[config.mk]
export PLATFORM = sky130hd
export DESIGN_NAME = spi_master
export DESIGN_NICKNAME = d
export VERILOG_FILES = /design/src/rtl/spi_master.sv
export SDC_FILE = /design/constraint.sdc
export NUM_CORES = 1
export LEC_CHECK = 0
export CORE_UTILIZATION = 56
export DETAILED_ROUTE_END_ITERATION = 16
export PLACE_DENSITY_LB_ADDON = 0.25
export SLEW_MARGIN = 20
export SYNTH_ARGS = -nofsm -noshare
export SYNTH_HDL_FRONTEND = slang
export SYNTH_SLANG_ARGS = --single-unit
[constraint.sdc]
create_clock -name clk -period 2.2 [get_ports clk]
set_input_delay 0.55 -clock clk [delete_from_list [all_inputs] [get_ports clk]]
set_output_delay 0.55 -clock clk [all_outputs]
set_load 0.03 [all_outputs]
[src/rtl/spi_master.sv]
// SPI master: one WIDTH-bit word per tx handshake, MSB first, any CPOL/CPHA mode.
// Consecutive words with tx_last=0 keep cs_n asserted and skip the SETUP phase.
module spi_master #(
    parameter int unsigned WIDTH   = 8,
    parameter int unsigned CLK_DIV = 4,
    parameter bit          CPOL    = 1'b0,
    parameter bit          CPHA    = 1'b0
) (
    input  logic             clk,
    input  logic             rst_n,
    input  logic [WIDTH-1:0] tx_data_i,
    input  logic             tx_last_i,
    input  logic             tx_valid_i,
    output logic             tx_ready_o,
    output logic [WIDTH-1:0] rx_data_o,
    output logic             rx_valid_o,
    output logic             busy_o,
    output logic             sclk_o,
    output logic             mosi_o,
    input  logic             miso_i,
    output logic             cs_n_o
);

    localparam int unsigned EDGES  = 2 * WIDTH;
    localparam int unsigned DIV_W  = (CLK_DIV > 1) ? $clog2(CLK_DIV) : 1;
    localparam int unsigned EDGE_W = $clog2(EDGES);
    localparam logic [DIV_W-1:0]  DIV_LAST  = DIV_W'(CLK_DIV - 1);
    localparam logic [EDGE_W-1:0] EDGE_LAST = EDGE_W'(EDGES - 1);

    typedef enum logic [1:0] {
        IDLE  = 2'd0,
        SETUP = 2'd1,
        XFER  = 2'd2,
        HOLD  = 2'd3
    } state_e;

    state_e            state_q, state_d;
    logic [DIV_W-1:0]  div_q, div_d;
    logic [EDGE_W-1:0] edge_q, edge_d;
    logic [WIDTH-1:0]  tx_shift_q, tx_shift_d;
    logic [WIDTH-1:0]  rx_shift_q, rx_shift_d;
    logic [WIDTH-1:0]  rx_data_q, rx_data_d;
    logic              last_q, last_d;
    logic              done_q, done_d;
    logic              sclk_q, sclk_d;
    logic              mosi_q, mosi_d;
    logic              cs_n_q, cs_n_d;
    logic              rx_valid_q, rx_valid_d;
    logic              tx_ready_q, tx_ready_d;
    logic              busy_q, busy_d;
    logic              leading, sample_en, shift_en;

    // State and datapath registers
    always_ff @(posedge clk) begin
        if (!rst_n) begin
            state_q    <= IDLE;
            div_q      <= '0;
            edge_q     <= '0;
            tx_shift_q <= '0;
            rx_shift_q <= '0;
            rx_data_q  <= '0;
            last_q     <= 1'b0;
            done_q     <= 1'b0;
            sclk_q     <= CPOL;
            mosi_q     <= 1'b0;
            cs_n_q     <= 1'b1;
            rx_valid_q <= 1'b0;
            tx_ready_q <= 1'b1;
            busy_q     <= 1'b0;
        end else begin
            state_q    <= state_d;
            div_q      <= div_d;
            edge_q     <= edge_d;
            tx_shift_q <= tx_shift_d;
            rx_shift_q <= rx_shift_d;
            rx_data_q  <= rx_data_d;
            last_q     <= last_d;
            done_q     <= done_d;
            sclk_q     <= sclk_d;
            mosi_q     <= mosi_d;
            cs_n_q     <= cs_n_d;
            rx_valid_q <= rx_valid_d;
            tx_ready_q <= tx_ready_d;
            busy_q     <= busy_d;
        end
    end

    // Next-state and output logic
    always_comb begin
        state_d    = state_q;
        div_d      = '0;
        edge_d     = edge_q;
        tx_shift_d = tx_shift_q;
        rx_shift_d = rx_shift_q;
        last_d     = last_q;
        done_d     = 1'b0;
        sclk_d     = sclk_q;
        mosi_d     = mosi_q;
        cs_n_d     = cs_n_q;
        rx_valid_d = done_q;
        rx_data_d  = done_q ? rx_shift_q : rx_data_q;
        leading    = 1'b0;
        sample_en  = 1'b0;
        shift_en   = 1'b0;

        case (state_q)
            IDLE: begin
                if (tx_valid_i) begin
                    last_d = tx_last_i;
                    cs_n_d = 1'b0;
                    edge_d = '0;
                    // Mode 0 presents the MSB before the first edge; mode 1 on it
                    if (CPHA == 1'b0) begin
                        mosi_d     = tx_data_i[WIDTH-1];
                        tx_shift_d = {tx_data_i[WIDTH-2:0], 1'b0};
                    end else begin
                        tx_shift_d = tx_data_i;
                    end
                    state_d = cs_n_q ? SETUP : XFER;
                end
            end
            SETUP: begin
                if (div_q == DIV_LAST) begin
                    state_d = XFER;
                    edge_d  = '0;
                end else begin
                    div_d = div_q + DIV_W'(1);
                end
            end
            XFER: begin
                if (div_q == DIV_LAST) begin
                    sclk_d    = ~sclk_q;
                    edge_d    = edge_q + EDGE_W'(1);
                    leading   = ~edge_q[0];
                    sample_en = leading ^ CPHA;
                    shift_en  = CPHA ? leading : (!leading && (edge_q != EDGE_LAST));
                    if (sample_en) begin
                        rx_shift_d = {rx_shift_q[WIDTH-2:0], miso_i};
                    end
                    if (shift_en) begin
                        mosi_d     = tx_shift_q[WIDTH-1];
                        tx_shift_d = {tx_shift_q[WIDTH-2:0], 1'b0};
                    end
                    if (edge_q == EDGE_LAST) begin
                        done_d  = 1'b1;
                        edge_d  = '0;
                        state_d = last_q ? HOLD : IDLE;
                    end
                end else begin
                    div_d = div_q + DIV_W'(1);
                end
            end
            HOLD: begin
                if (div_q == DIV_LAST) begin
                    state_d = IDLE;
                    cs_n_d  = 1'b1;
                    mosi_d  = 1'b0;
                end else begin
                    div_d = div_q + DIV_W'(1);
                end
            end
            default: state_d = IDLE;
        endcase

        tx_ready_d = (state_d == IDLE);
        busy_d     = (state_d != IDLE);
    end

    assign tx_ready_o = tx_ready_q;
    assign rx_data_o  = rx_data_q;
    assign rx_valid_o = rx_valid_q;
    assign busy_o     = busy_q;
    assign sclk_o     = sclk_q;
    assign mosi_o     = mosi_q;
    assign cs_n_o     = cs_n_q;

endmodule

==> flow_summary.toml <==
[worst_setup_path]
worstPathBufferInverterCount = 1
worst_setup_path_endpoint = "cs_n_o"
critPathArrivalTime_ns = 1.46
critical_path.startpoint_type = "flip-flop"
r2r-start = "div_q[0]$_SDFF_PP0_"
critPathCaptureType = "output pin"
timing.reg2reg.setup_slack_ns = 0.41
path_delay_family = "buffers and inverters"
worst-r2r-cell-count = 5
max_stage_delay_ns = 0.69
worst_r2r_endpoint = "tx_shift_q[3]$_SDFFE_PN0P_"
timing.setup.critical_path_class = "reg -> out"
worstSetupPathDepth = 1
cpMaxStageDelayCell = "sky130_fd_sc_hd__clkdlybuf4s50_1"
crit_chain = "clkdlybuf4s50_1"
timing.critical_path.fanout_max = 5
setup.worst_path.start = "cs_n_o$_SDFFE_PN1P_"
worstPathRequired_ns = 1.65

[die]
floorplan.initialDensity = 0.5939
floorplan.die_area_sq_mm = 0.003145
die_h_um = 56.08
pin_count = 27
die_w_um = 56.08
rows = 19
core_region_area_sq_mm = 0.002758

[routing]
drt_drc_violations_left = 0
avgViaCountPerCell = 5.639
routed_wire_length_per_instance_um = 13.93
postRouteWirelength_um = 3203
dr.pass1.iters = 5
final_antenna_net_count = 0
drt_iter0_markers = 58
vias = 1297

[pwr]
power.share.switching = 0.2928
share_comb_of_total_power = 0.191
power.ir.vdd_worst_uv = 575.9
clk_network_pwr_share = 0.256
power.switching_w = 0.0004127
sequentialPowerShare = 0.553
leakage_nw = 0.7005
cellPowerDensity_mw_per_mm2 = 719.9
cellInternalPower_w = 0.0009970

[job]
cap_viol_max_count = 0

[global_routing]
pin_count_of_the_biggest_net_entering_global_routing = 21
grt.total_usage = 0.2366
global_route_wire_length_before_repair_um = 5699
grt_remaining_overflow = 0
initial_antenna_violation_count = 0
via_count_of_the_first_global_routing_pass = 1334

[cts]
tritoncts = "done"
cts.repair.resized = 0
clk_transition_reported_paths_ns = 0.11
cts_max_level = 2
clock_sink_count = 39
clk_latency_ns = 0.35
number_of_buffers_inserted_to_repair_setup_after_cts = 0
cts_hold_buf = 0
cts_buffer_count = 5
clk_root_buffer_cell = "sky130_fd_sc_hd__clkbuf_4"
clockBufferDepth = 2

[yosys]
yosys_warnings = 0
synth_fp_nets = 188
asyncSetResetFlopFracSynth = 0
count_of_distinct_cell_types_in_the_synthesized_netlist = 38
post_synthesis_cells = 173
synth_largest_type_area_fraction = 0.4767
synth_flop_cell = "sky130_fd_sc_hd__dfxtp_1"
average_footprint_of_a_synthesized_cell_sq_um = 9.467
flip_flop_and_latch_count_after_synthesis = 39
synth-edff-count = 0
synth.top_cells.by_area = "sky130_fd_sc_hd__dfxtp_1 (48%), sky130_fd_sc_hd__mux2i_1 (9.8%), sky130_fd_sc_hd__nor2_1 (4.8%)"
mappedNetlistArea_sq_mm = 0.001638
synth.largest_area_cell = "sky130_fd_sc_hd__dfxtp_1"
proportion_of_synthesized_chip_area_in_sequential_cells = 0.4767

[sta]
timing.final.hold_violations = 0
period_minus_slack_ns = 2.006
max_slew_margin = 0.6410
fin_tns_setup_ns = 0
rsz_0062_raised_after_global_routing = "no"
drv_slew = 0
fin_worst_skew_ns = 0.01121
worst_hold_margin_ns = 0.4443
fmaxAchievable_ghz = 0.4984
setup_viol = 0
timing_worst_slew_pin_value_ns = 0.5356
fin_crit_sh = 0.9120

[hold_path]
worst_hold_path_type = "reg -> reg"

[placement]
placement.io_buffers = 26
placed_cell_area_sq_mm = 0.001901
gp_routability_congestion = 0.8217
hpwlAfterDp_um = 2325

[final_layout]
share_of_cells_above_drive_strength_1 = 0.1206
final_common_cell = "sky130_fd_sc_hd__dfxtp_1"
final_net_count = 213
n_antenna_cell = 0
stdcell_area_sq_mm = 0.001958
syn2layout_area_growth_pct = 19.56
final_cell_mix = "sky130_fd_sc_hd__dfxtp_1 (39), sky130_fd_sc_hd__clkdlybuf4s50_1 (26), sky130_fd_sc_hd__nor2_1 (21)"
layout.filler_cells = 222

[status]
status = "complete, no violations"
[worst reg2reg max path, delay by kind of cell, from the launching register on]
family	cells	cell delay, ns
flip-flops	1	0.35
AO/OA/AOI/OAI	2	0.51
AND/OR/NAND/NOR	2	0.49
adder cells (fa/ha/maj)	1	0.37
[synth_stat cells, types with 2 or more instances]
cell type	instances
sky130_fd_sc_hd__mux2i_1	16
sky130_fd_sc_hd__nand2_1	19
sky130_fd_sc_hd__and2_1	2
sky130_fd_sc_hd__nand2b_1	2
sky130_fd_sc_hd__o21a_1	2
sky130_fd_sc_hd__nand3_1	6
sky130_fd_sc_hd__dfxtp_1	39
sky130_fd_sc_hd__ha_1	2
sky130_fd_sc_hd__a21oi_1	15
sky130_fd_sc_hd__nor2_1	21
sky130_fd_sc_hd__o21ai_0	3
sky130_fd_sc_hd__a211oi_2	6
sky130_fd_sc_hd__inv_1	5
sky130_fd_sc_hd__buf_6	2
sky130_fd_sc_hd__buf_2	5
sky130_fd_sc_hd__a21o_1	2
sky130_fd_sc_hd__clkbuf_1	5
[metrics by stage]
stage | std cells | setup WS [ns] | power, W | util
after global placement | 222 | 0.2392 | 0.001051 | 0.6892
after detailed placement | 222 | 0.1939 | 0.001066 | 0.6892
after floorplan | 173 | 0.7723 | 0.0009858 | -
after CTS | 230 | 0.1814 | 0.001417 | 0.7101
final | 230 | 0.1935 | 0.001410 | 0.7101
after global routing | 230 | 0.1321 | 0.001483 | 0.7101
[worst min path at each step]
| stage | startpoint | end | slack (ns) | depth (start not counted) |
|---|---|---|---|---|
| finish | div_q[0]$_SDFF_PP0_ | div_q[0]$_SDFF_PP0_ | 0.44 | 1 |
| floorplan | div_q[0]$_SDFF_PP0_ | div_q[0]$_SDFF_PP0_ | 0.41 | 1 |
| global route | div_q[0]$_SDFF_PP0_ | div_q[0]$_SDFF_PP0_ | 0.46 | 1 |
| detailed placement | div_q[0]$_SDFF_PP0_ | div_q[0]$_SDFF_PP0_ | 0.43 | 1 |
| global placement | div_q[0]$_SDFF_PP0_ | div_q[0]$_SDFF_PP0_ | 0.41 | 1 |
| CTS | div_q[0]$_SDFF_PP0_ | div_q[0]$_SDFF_PP0_ | 0.45 | 1 |
[power by group through the flow]
stage               combinational, W  sequential [W]  clock (W)
finish                      0.000269        0.000780   0.000361
global route                0.000297        0.000787   0.000399
global placement            0.000258        0.000793          0
floorplan                   0.000171        0.000814          0
detailed placement          0.000269        0.000797          0
CTS                         0.000269        0.000780   0.000367
[final cells by class]
type | count | area (sq um) | share of cell area
Clock buffer | 5 | 37.54 | 0.01917
Clock inverter | 3 | 20.02 | 0.01022
Inverter | 5 | 18.77 | 0.009585
Multi-Input combinational cell | 117 | 772.0 | 0.3942
Sequential cell | 39 | 780.7 | 0.3987
Tap cell | 31 | 38.79 | 0.01981
Timing Repair Buffer | 30 | 290.3 | 0.1482
[registers in the layout, indices dropped and copies added, names as in the netlist, 2 cells and up]
name,count
div_q,2
edge_q,4
rx_data_o,8
rx_shift_q,8
state_q,2
tx_shift_q,7
[cells by family after synthesis]
| kind of cell | synth area share |
|---|---|
| compound gates | 0.1658 |
| xor+xnor | 0.005349 |
| mux | 0.1047 |
| buf+inv | 0.05195 |
| flops | 0.4767 |
| fa+ha+maj | 0.01528 |
| simple gates | 0.1803 |
[layer usage]
| layer | GRT usage | up-vias | wire (um) |
|---|---|---|---|
| met5 | 0 | - | 0 |
| met4 | 0.1603 | 0 | 87 |
| met3 | 0.05814 | 11 | 141 |
| met2 | 0.3912 | 34 | 1567 |
| met1 | 0.2678 | 600 | 1407 |
| li1 | - | 652 | - |
Note: power is estimated with default switching activity, not from simulation.
